<file path="src/rtl/mat_mul_ctrl.sv">
// mat_mul_ctrl: sequences C = A x B for DIM x DIM matrices through one shared
// MAC. Operands are read from the A/B RAMs in dot-product order (k fastest,
// then j, then i), streamed to the MAC with sof framing, and each MAC result
// is written row-major into the C RAM.
// Optional build macro MMC_TIMEOUT_EN: drain watchdog raising a sticky err.
`timescale 1ns/1ps
module mat_mul_ctrl #(
  parameter int DIM     = 5,
  parameter int WIDTH   = 16,
  parameter int M_WIDTH = 2*WIDTH+DIM-1,
  parameter int ADDR_W  = 5,
  parameter int TIMEOUT = 64
) (
  input  logic               clk,
  input  logic               rst_n,
  input  logic               start,
  output logic               busy,
  output logic               done,
  output logic [ADDR_W-1:0]  a_addr,
  output logic [ADDR_W-1:0]  b_addr,
  output logic               rd_en,
  input  logic [WIDTH-1:0]   a_rdata,
  input  logic [WIDTH-1:0]   b_rdata,
  output logic [WIDTH-1:0]   mac_a,
  output logic [WIDTH-1:0]   mac_b,
  output logic               mac_sof,
  input  logic [M_WIDTH-1:0] mac_c,
  input  logic               mac_valid,
  output logic               c_we,
  output logic [ADDR_W-1:0]  c_addr,
  output logic [M_WIDTH-1:0] c_wdata,
  output logic               err
);

  localparam int CW    = (DIM > 1) ? $clog2(DIM) : 1;
  localparam int TOTAL = DIM * DIM;
  localparam int RW    = $clog2(TOTAL + 1);

  localparam logic [CW-1:0] KMAX     = CW'(DIM - 1);
  localparam logic [RW-1:0] RCNT_END = RW'(TOTAL);

  typedef enum logic [1:0] {
    S_IDLE  = 2'd0,
    S_ISSUE = 2'd1,
    S_DRAIN = 2'd2,
    S_DONE  = 2'd3
  } state_t;

  state_t state_q, state_d;

  logic [CW-1:0]      i_q, i_d;
  logic [CW-1:0]      j_q, j_d;
  logic [CW-1:0]      k_q, k_d;
  logic [RW-1:0]      rcnt_q, rcnt_d;
  logic               sof_q, sof_d;
  logic               we_q, we_d;
  logic [ADDR_W-1:0]  caddr_q, caddr_d;
  logic [M_WIDTH-1:0] cdata_q, cdata_d;

  logic start_acc;
  logic last_issue;
  logic capture;
  logic all_written;
  logic timeout_hit;

  assign start_acc   = (state_q == S_IDLE) && start;
  assign last_issue  = (state_q == S_ISSUE) && (i_q == KMAX) && (j_q == KMAX) && (k_q == KMAX);
  assign all_written = (rcnt_q == RCNT_END);
  // Results are accepted only while a job is running and not all slots are filled.
  assign capture     = ((state_q == S_ISSUE) || (state_q == S_DRAIN)) && mac_valid && !all_written;

  // State register.
  always_ff @(posedge clk or negedge rst_n) begin
    if (!rst_n) state_q <= S_IDLE;
    else        state_q <= state_d;
  end

  // Next-state logic. Reaching DONE on the registered count means the final
  // C write is already on the bus, so done lands the cycle after it.
  always_comb begin
    state_d = state_q;
    unique case (state_q)
      S_IDLE:  if (start)       state_d = S_ISSUE;
      S_ISSUE: if (last_issue)  state_d = S_DRAIN;
      S_DRAIN: begin
        if (all_written)      state_d = S_DONE;
        else if (timeout_hit) state_d = S_IDLE;
      end
      S_DONE:  state_d = S_IDLE;
      default: state_d = S_IDLE;
    endcase
  end

  // Moore outputs decoded from the state register.
  always_comb begin
    busy  = (state_q != S_IDLE);
    done  = (state_q == S_DONE);
    rd_en = (state_q == S_ISSUE);
  end

  // Loop counters: k innermost, then j, then i; all wrap to 0 after the last read.
  always_comb begin
    i_d = i_q;
    j_d = j_q;
    k_d = k_q;
    if (start_acc) begin
      i_d = '0;
      j_d = '0;
      k_d = '0;
    end else if (state_q == S_ISSUE) begin
      if (k_q == KMAX) begin
        k_d = '0;
        if (j_q == KMAX) begin
          j_d = '0;
          i_d = (i_q == KMAX) ? '0 : i_q + CW'(1);
        end else begin
          j_d = j_q + CW'(1);
        end
      end else begin
        k_d = k_q + CW'(1);
      end
    end
  end

  // Result capture and MAC framing next-state values.
  always_comb begin
    sof_d   = (state_q == S_ISSUE);
    we_d    = capture;
    caddr_d = caddr_q;
    cdata_d = cdata_q;
    rcnt_d  = rcnt_q;
    if (start_acc) begin
      rcnt_d = '0;
    end else if (capture) begin
      caddr_d = ADDR_W'(rcnt_q);
      cdata_d = mac_c;
      rcnt_d  = rcnt_q + RW'(1);
    end
  end

  // Datapath registers.
  always_ff @(posedge clk or negedge rst_n) begin
    if (!rst_n) begin
      i_q     <= '0;
      j_q     <= '0;
      k_q     <= '0;
      rcnt_q  <= '0;
      sof_q   <= 1'b0;
      we_q    <= 1'b0;
      caddr_q <= '0;
      cdata_q <= '0;
    end else begin
      i_q     <= i_d;
      j_q     <= j_d;
      k_q     <= k_d;
      rcnt_q  <= rcnt_d;
      sof_q   <= sof_d;
      we_q    <= we_d;
      caddr_q <= caddr_d;
      cdata_q <= cdata_d;
    end
  end

  // Read addresses: A walks row i along k, B walks column j along k.
  always_comb begin
    a_addr = ADDR_W'(i_q) * ADDR_W'(DIM) + ADDR_W'(k_q);
    b_addr = ADDR_W'(k_q) * ADDR_W'(DIM) + ADDR_W'(j_q);
  end

  assign mac_a   = a_rdata;
  assign mac_b   = b_rdata;
  assign mac_sof = sof_q;
  assign c_we    = we_q;
  assign c_addr  = caddr_q;
  assign c_wdata = cdata_q;

`ifdef MMC_TIMEOUT_EN
  localparam int TW = $clog2(TIMEOUT + 1);

  logic [TW-1:0] tcnt_q, tcnt_d;
  logic          err_q, err_d;

  assign timeout_hit = (state_q == S_DRAIN) && !all_written && !mac_valid &&
                       (tcnt_q == TW'(TIMEOUT - 1));

  // Watchdog: counts DRAIN cycles since the last MAC result; err is sticky until a new start.
  always_comb begin
    tcnt_d = ((state_q != S_DRAIN) || mac_valid) ? '0 : tcnt_q + TW'(1);
    err_d  = start_acc ? 1'b0 : (err_q | timeout_hit);
  end

  // Watchdog registers.
  always_ff @(posedge clk or negedge rst_n) begin
    if (!rst_n) begin
      tcnt_q <= '0;
      err_q  <= 1'b0;
    end else begin
      tcnt_q <= tcnt_d;
      err_q  <= err_d;
    end
  end

  assign err = err_q;
`else
  assign timeout_hit = 1'b0;
  assign err         = 1'b0;
`endif

endmodule

</file>
<file path="config.mk">
export PLATFORM = sky130hd
export DESIGN_NAME = mat_mul_ctrl
export DESIGN_NICKNAME = d
export VERILOG_FILES = /design/src/rtl/mat_mul_ctrl.sv
export SDC_FILE = /design/constraint.sdc
export NUM_CORES = 1
export LEC_CHECK = 0
export ABC_AREA = 1
export CORE_UTILIZATION = 28
export CTS_CLUSTER_SIZE = 12
export DETAILED_ROUTE_END_ITERATION = 12
export GPL_TIMING_DRIVEN = 0
export PLACE_DENSITY_LB_ADDON = 0.15
export SKIP_LAST_GASP = 1
export SYNTH_ARGS = -nofsm -noshare
export SYNTH_HDL_FRONTEND = slang
export SYNTH_SLANG_ARGS = --single-unit
</file>
<file path="constraint.sdc">
create_clock -name clk -period 2.4 [get_ports clk]
set_clock_uncertainty 0.05 [all_clocks]
set_input_delay 0.48 -clock clk [delete_from_list [all_inputs] [get_ports clk]]
set_output_delay 0.48 -clock clk [all_outputs]
set_load 0.05 [all_outputs]
</file>
Yosys cells after proc, flatten, opt, wreduce, memory -nomap -nowiden:

Index checks and enable logic that the tools add are counted.

* register bits: 59
* bits in latches: 0
* bits in writable memories: 0
* bits in read-only memories: 0
* input port bits: 72
* output and inout bits: 89
* logic and storage cells: 64
* memories: 0

* add/subtract/negate cells: 6
* multiply operators: 2
* div/mod/pow operators: 0
* order comparisons: 0
* eq/ne operators: 10
* shift operators: 0
* multiplexer cells: 18
* bitwise gates (word level): 1
* reductions and logical operators: 18

Operators with widths (count)
* 3-bit two-way mux: 12
* 5-bit by 3-bit adder with 5-bit output: 2
* 3-bit by 3-bit multiplier with 5-bit output, second input constant: 2
* 5-bit two-way mux: 2
* 2-bit nonzero test: 5
* 3-bit by 1-bit adder with 3-bit output, second input constant: 3
* 3-bit equality test, second input constant: 3
* 2-bit case mux with 4 select lines: 1
* 1-bit logical AND: 6
* 2-bit two-way mux: 3
* 3-bit AND reduction: 2
* 5-bit by 1-bit adder with 5-bit output, second input constant: 1
* 5-bit equality test, second input constant: 1
* 2-bit equality test, second input constant: 2
* 2-bit != test, second input constant: 2
* 2-bit AND reduction: 2
* 2-bit by 1-bit equality test with 1-bit output, second input constant: 1
* 2-bit zero test: 1
* 2-bit by 1-bit != test with 1-bit output, second input constant: 1
* 1-bit zero test: 1
* 1-bit logical OR: 1
* 1-bit inverter: 1

Depth between registers and ports, before layout:

* depth after elaboration: 6
* mapped depth: 11

Worst setup path after synthesis:

No wires, ideal clock.

* path type: reg-to-output
* start: register i_q[0]
* end: output port a_addr[3]
* arrival: 2306 ps
* setup slack: -436 ps
* stages on the path, launching flop included: 6
* cell sequence: dfrtp_1 > ha_1 > ha_1 > inv_1 > fa_1 > xnor2_1

* word-level cells in the longest chain between the ends: 2

Ends and longest elaborated chain
* start: declaration: line 51 `logic [CW-1:0] i_q, i_d;`
* start signal: assignment: line 153 `i_q <= i_d;`
* 3-bit by 3-bit multiplier with 5-bit output: line 166 `a_addr = ADDR_W'(i_q) * ADDR_W'(DIM) + ADDR_W'(k_q);`
* 5-bit by 3-bit adder with 5-bit output: line 166
* end: declaration: line 19 `output logic [ADDR_W-1:0] a_addr,`

No other way between the ends.

Worst setup path in the final report:

* start: register k_q[1]
* end: output port a_addr[3]

* word-level cells in the longest chain between the ends: 1

Ends and longest elaborated chain
* start: declaration: line 53 `logic [CW-1:0] k_q, k_d;`
* start signal: assignment: line 155 `k_q <= k_d;`
* 5-bit by 3-bit adder with 5-bit output: line 166

No other way between the ends.

==> summary.txt <==
Max cap viols - 0
Critical Path RT - 1870 ps
Fillcell total - 1049
Gate Count Post-Synth - 366
Slew HR - 0.494
Status - finished, violations left
Initial antenna violation count - 0
Mapped Nets - 468
Die H - 109 µm
Clk pin slew, worst setup/hold paths - 50 ps
Area growth from synthesis to layout - 66.4%
Final wirelength - 7.57 mm
Compound-gate portion of the synthesized area - 0.0252
Power Dens Cells - 1520 nW/µm²
Peak Freq - 397 MHz
Pre-Repair DR Iteration Count - 4
Setup violators final - 6
Multiplexer area fraction after synthesis - 0
Max VDD drop - 1.04 mV
Startpoint types - register
Largest family of logic cells by synthesized area - simple AND/OR/NAND/NOR gates
Antenna viol nets, final - 0
Mapped Area - 3230 µm²
Leakage - 2.60 nW
CTS tree - yes
GRT Residual Overflow - 0
Sw Share - 0.482
Min-Delay Path Class - in -> async
Reg2reg setup slack - 750 ps
DR DRC count - 0
Clock Path Buffers - 2
IO buf count - 127
End of the critical path - a_addr[3]
Largest net degree at the start of global routing - 60
Final setup margin - -121 ps
Routed via count - 2787
Reg-to-reg startpoint - state_q[0]
RR Endpoint - k_q[1]
Core ar. - 11000 µm²
#FFs+latches synth - 59
Clk_lat worst skew - 310 ps
Slew @ Worst Pin - 759 ps
Combinational group share of total power - 0.629
Synth Area in XOR/XNOR - 0.0244
Placed insts - 633
Iteration-0 DRC Markers - 97
N_diodes - 0
Synthesis Warnings - 0
Layout cell share with drive strength beyond 1 - 0.237
Internal Power - 4.23 mW
Total Nets Final - 617
# IOs - 161
Initial Utilization - 0.292
Pre-CTS setup slack - -662 ps
Vias in the first global route - 2800
Sequential fraction of the synthesis area - 0.458
Reg power frac - 0.209
Deepest level of the CTS H-tree - 3
Die area - 12000 µm²
CTS Buf Count - 9
Sink count of the clock tree - 59
Critical Path Start - k_q[1]
Worst r2r path cells - 6
Post-synth cell types - 27
PnR Total Power - 8.17 mW
Crit path time final - 2520 ps
Non-filler cells in the finished layout - 659
Hold Fails Final Rpt - 0
Clock power share - 0.162
CP Max Fanout - 4
Multi-input logic area - 1590 µm²
Setup crit end kind - output pin
Mapped Avg Cell Area - 8.81 µm²
HPWL after DPL - 5.37 mm
GRT Total Usage - 0.134
Fin Hold WS - 196 ps
First-pass GRT wire length - 12.5 mm
Failing checks - setup timing
Clk root buf - clkbuf_16
Die X - 109 µm
Arr. time, crit path - 1990 ps
Final period util - 1.05
RSZ-0062 raised after global routing - yes
Site row count - 38
Synth Area in Simple Gates - 0.228
Sequential standard cell area - 1480 µm²
DR WL/cell - 11.5 µm
Adder-Cell Fraction of Synth Area - 0.121
Drt via density - 4.23
Worst Setup Path Type - reg -> out
Placer Congestion - 0.759
NetSw - 3.94 mW
Max-slew violations - 0
-- cell type report --
type | instances | share of cell area
Inverter | 28 | 0.0196
Buffer | 44 | 0.0660
Multi-Input combinational cell | 235 | 0.297
Sequential cell | 59 | 0.276
Timing Repair Buffer | 138 | 0.251
Tap cell | 140 | 0.0326
Clock buffer | 10 | 0.0427
Clock inverter | 5 | 0.0147
-- timing repair --
item | in CTS | in global routing
pin swaps | 19 | 5
endpoints found under the setup margin | 12 | 8
buffers inserted | 11 | 0
gates resized for setup | 81 | 6
hold buffers | 0 | 0
-- flip-flops by register name (all words and copies together) (netlist names) --
register and count:
c_addr 5, mac_sof 1, rcnt_q 5, i_q 3, k_q 3, state_q 2
c_we 1, j_q 3, c_wdata 36
-- routing by layer --
metal	routed length, µm	part of all wire	GRT usage	vias to the layer above
met1	3250	0.43	0.163	1296
met4	94	0.012	0.0476	0
met3	437	0.058	0.0391	7
met2	3790	0.50	0.224	79
met5	0	0	0	-
li1	-	-	-	1405
-- cells in the mapped netlist (all sizes together) --
library cell | count | area share
fa | 2 | 0.012
xor2 | 2 | 0.0054
and3 | 1 | 0.0019
nand2 | 150 | 0.18
ha | 28 | 0.11
conb | 1 | 0.0012
o21ai | 12 | 0.019
nor3 | 1 | 0.0016
clkbuf | 1 | 0.0012
a21oi | 3 | 0.0047
nand3b | 1 | 0.0023
inv | 28 | 0.033
nand4 | 7 | 0.014
xnor2 | 7 | 0.019
o22ai | 1 | 0.0019
nor2 | 2 | 0.0031
nand3 | 15 | 0.025
or2 | 2 | 0.0039
buf | 43 | 0.11
dfrtp | 59 | 0.46
-- power groups by stage --
| stage | combinational [mW] | sequential [mW] | clock [mW] |
|---|---|---|---|
| 5_1_grt | 5.55 | 1.77 | 1.41 |
| 3_3_place_gp | 4.76 | 1.72 | 0 |
| 6_report | 5.14 | 1.71 | 1.32 |
| 4_1_cts | 5.14 | 1.72 | 1.36 |
| 2_1_floorplan | 2.27 | 2.81 | 0 |
| 3_5_place_dp | 4.80 | 1.71 | 0 |
-- logic make-up after synthesis --
family,after synthesis
flip-flops,59
XOR/XNOR,9
AND/OR/NAND/NOR,179
other,1
adder cells (fa/ha/maj),30
buffers and inverters,72
AO/OA/AOI/OAI,16
-- layout by cell type (no fill, tap or decap), drive strengths merged --
cell	count
clkinv	3
fa	2
a21oi	3
clkbuf	12
buf	61
o22ai	1
nand3	15
nor3	1
and3	1
xnor2	7
clkdlybuf4s50	114
conb	1
or2	2
dlygate4sd2	4
nand4	7
clkdlybuf4s15	1
dfrtp	59
nand3b	1
nor2	2
inv	28
ha	28
nand2	150
o21ai	12
xor2	2
bufinv	2
-- how the worst min path moves through the flow --
| stage | depth (start not counted) | slack, ps | to | startpoint |
|---|---|---|---|---|
| global placement | 2 | 410 | c_wdata[29] | c_wdata[29] |
| finish | 1 | 200 | c_wdata[21] | rst_n |
| floorplan | 0 | 130 | c_addr[0] | rst_n |
| CTS | 1 | 220 | c_wdata[20] | rst_n |
| global route | 1 | 270 | c_wdata[21] | rst_n |
| detailed placement | 2 | 410 | c_wdata[13] | c_wdata[13] |
-- through the flow --
stage | cell area, µm² | TNS, ps | util
finish | 5370 | -620 | 0.487
global route | 5370 | -980 | 0.487
CTS | 5350 | -680 | 0.485
detailed placement | 4770 | -3700 | 0.433
global placement | 4780 | -76930 | 0.433
floorplan | 3330 | 0 | -
-- critical path: stages, from the launching register on --
cell and delay [ps]:
dfrtp_2 460, ha_4 300, ha_4 150, inv_2 40
fa_2 420, xnor2_4 140, buf_6 170
Note: power is estimated with default switching activity, not from simulation.
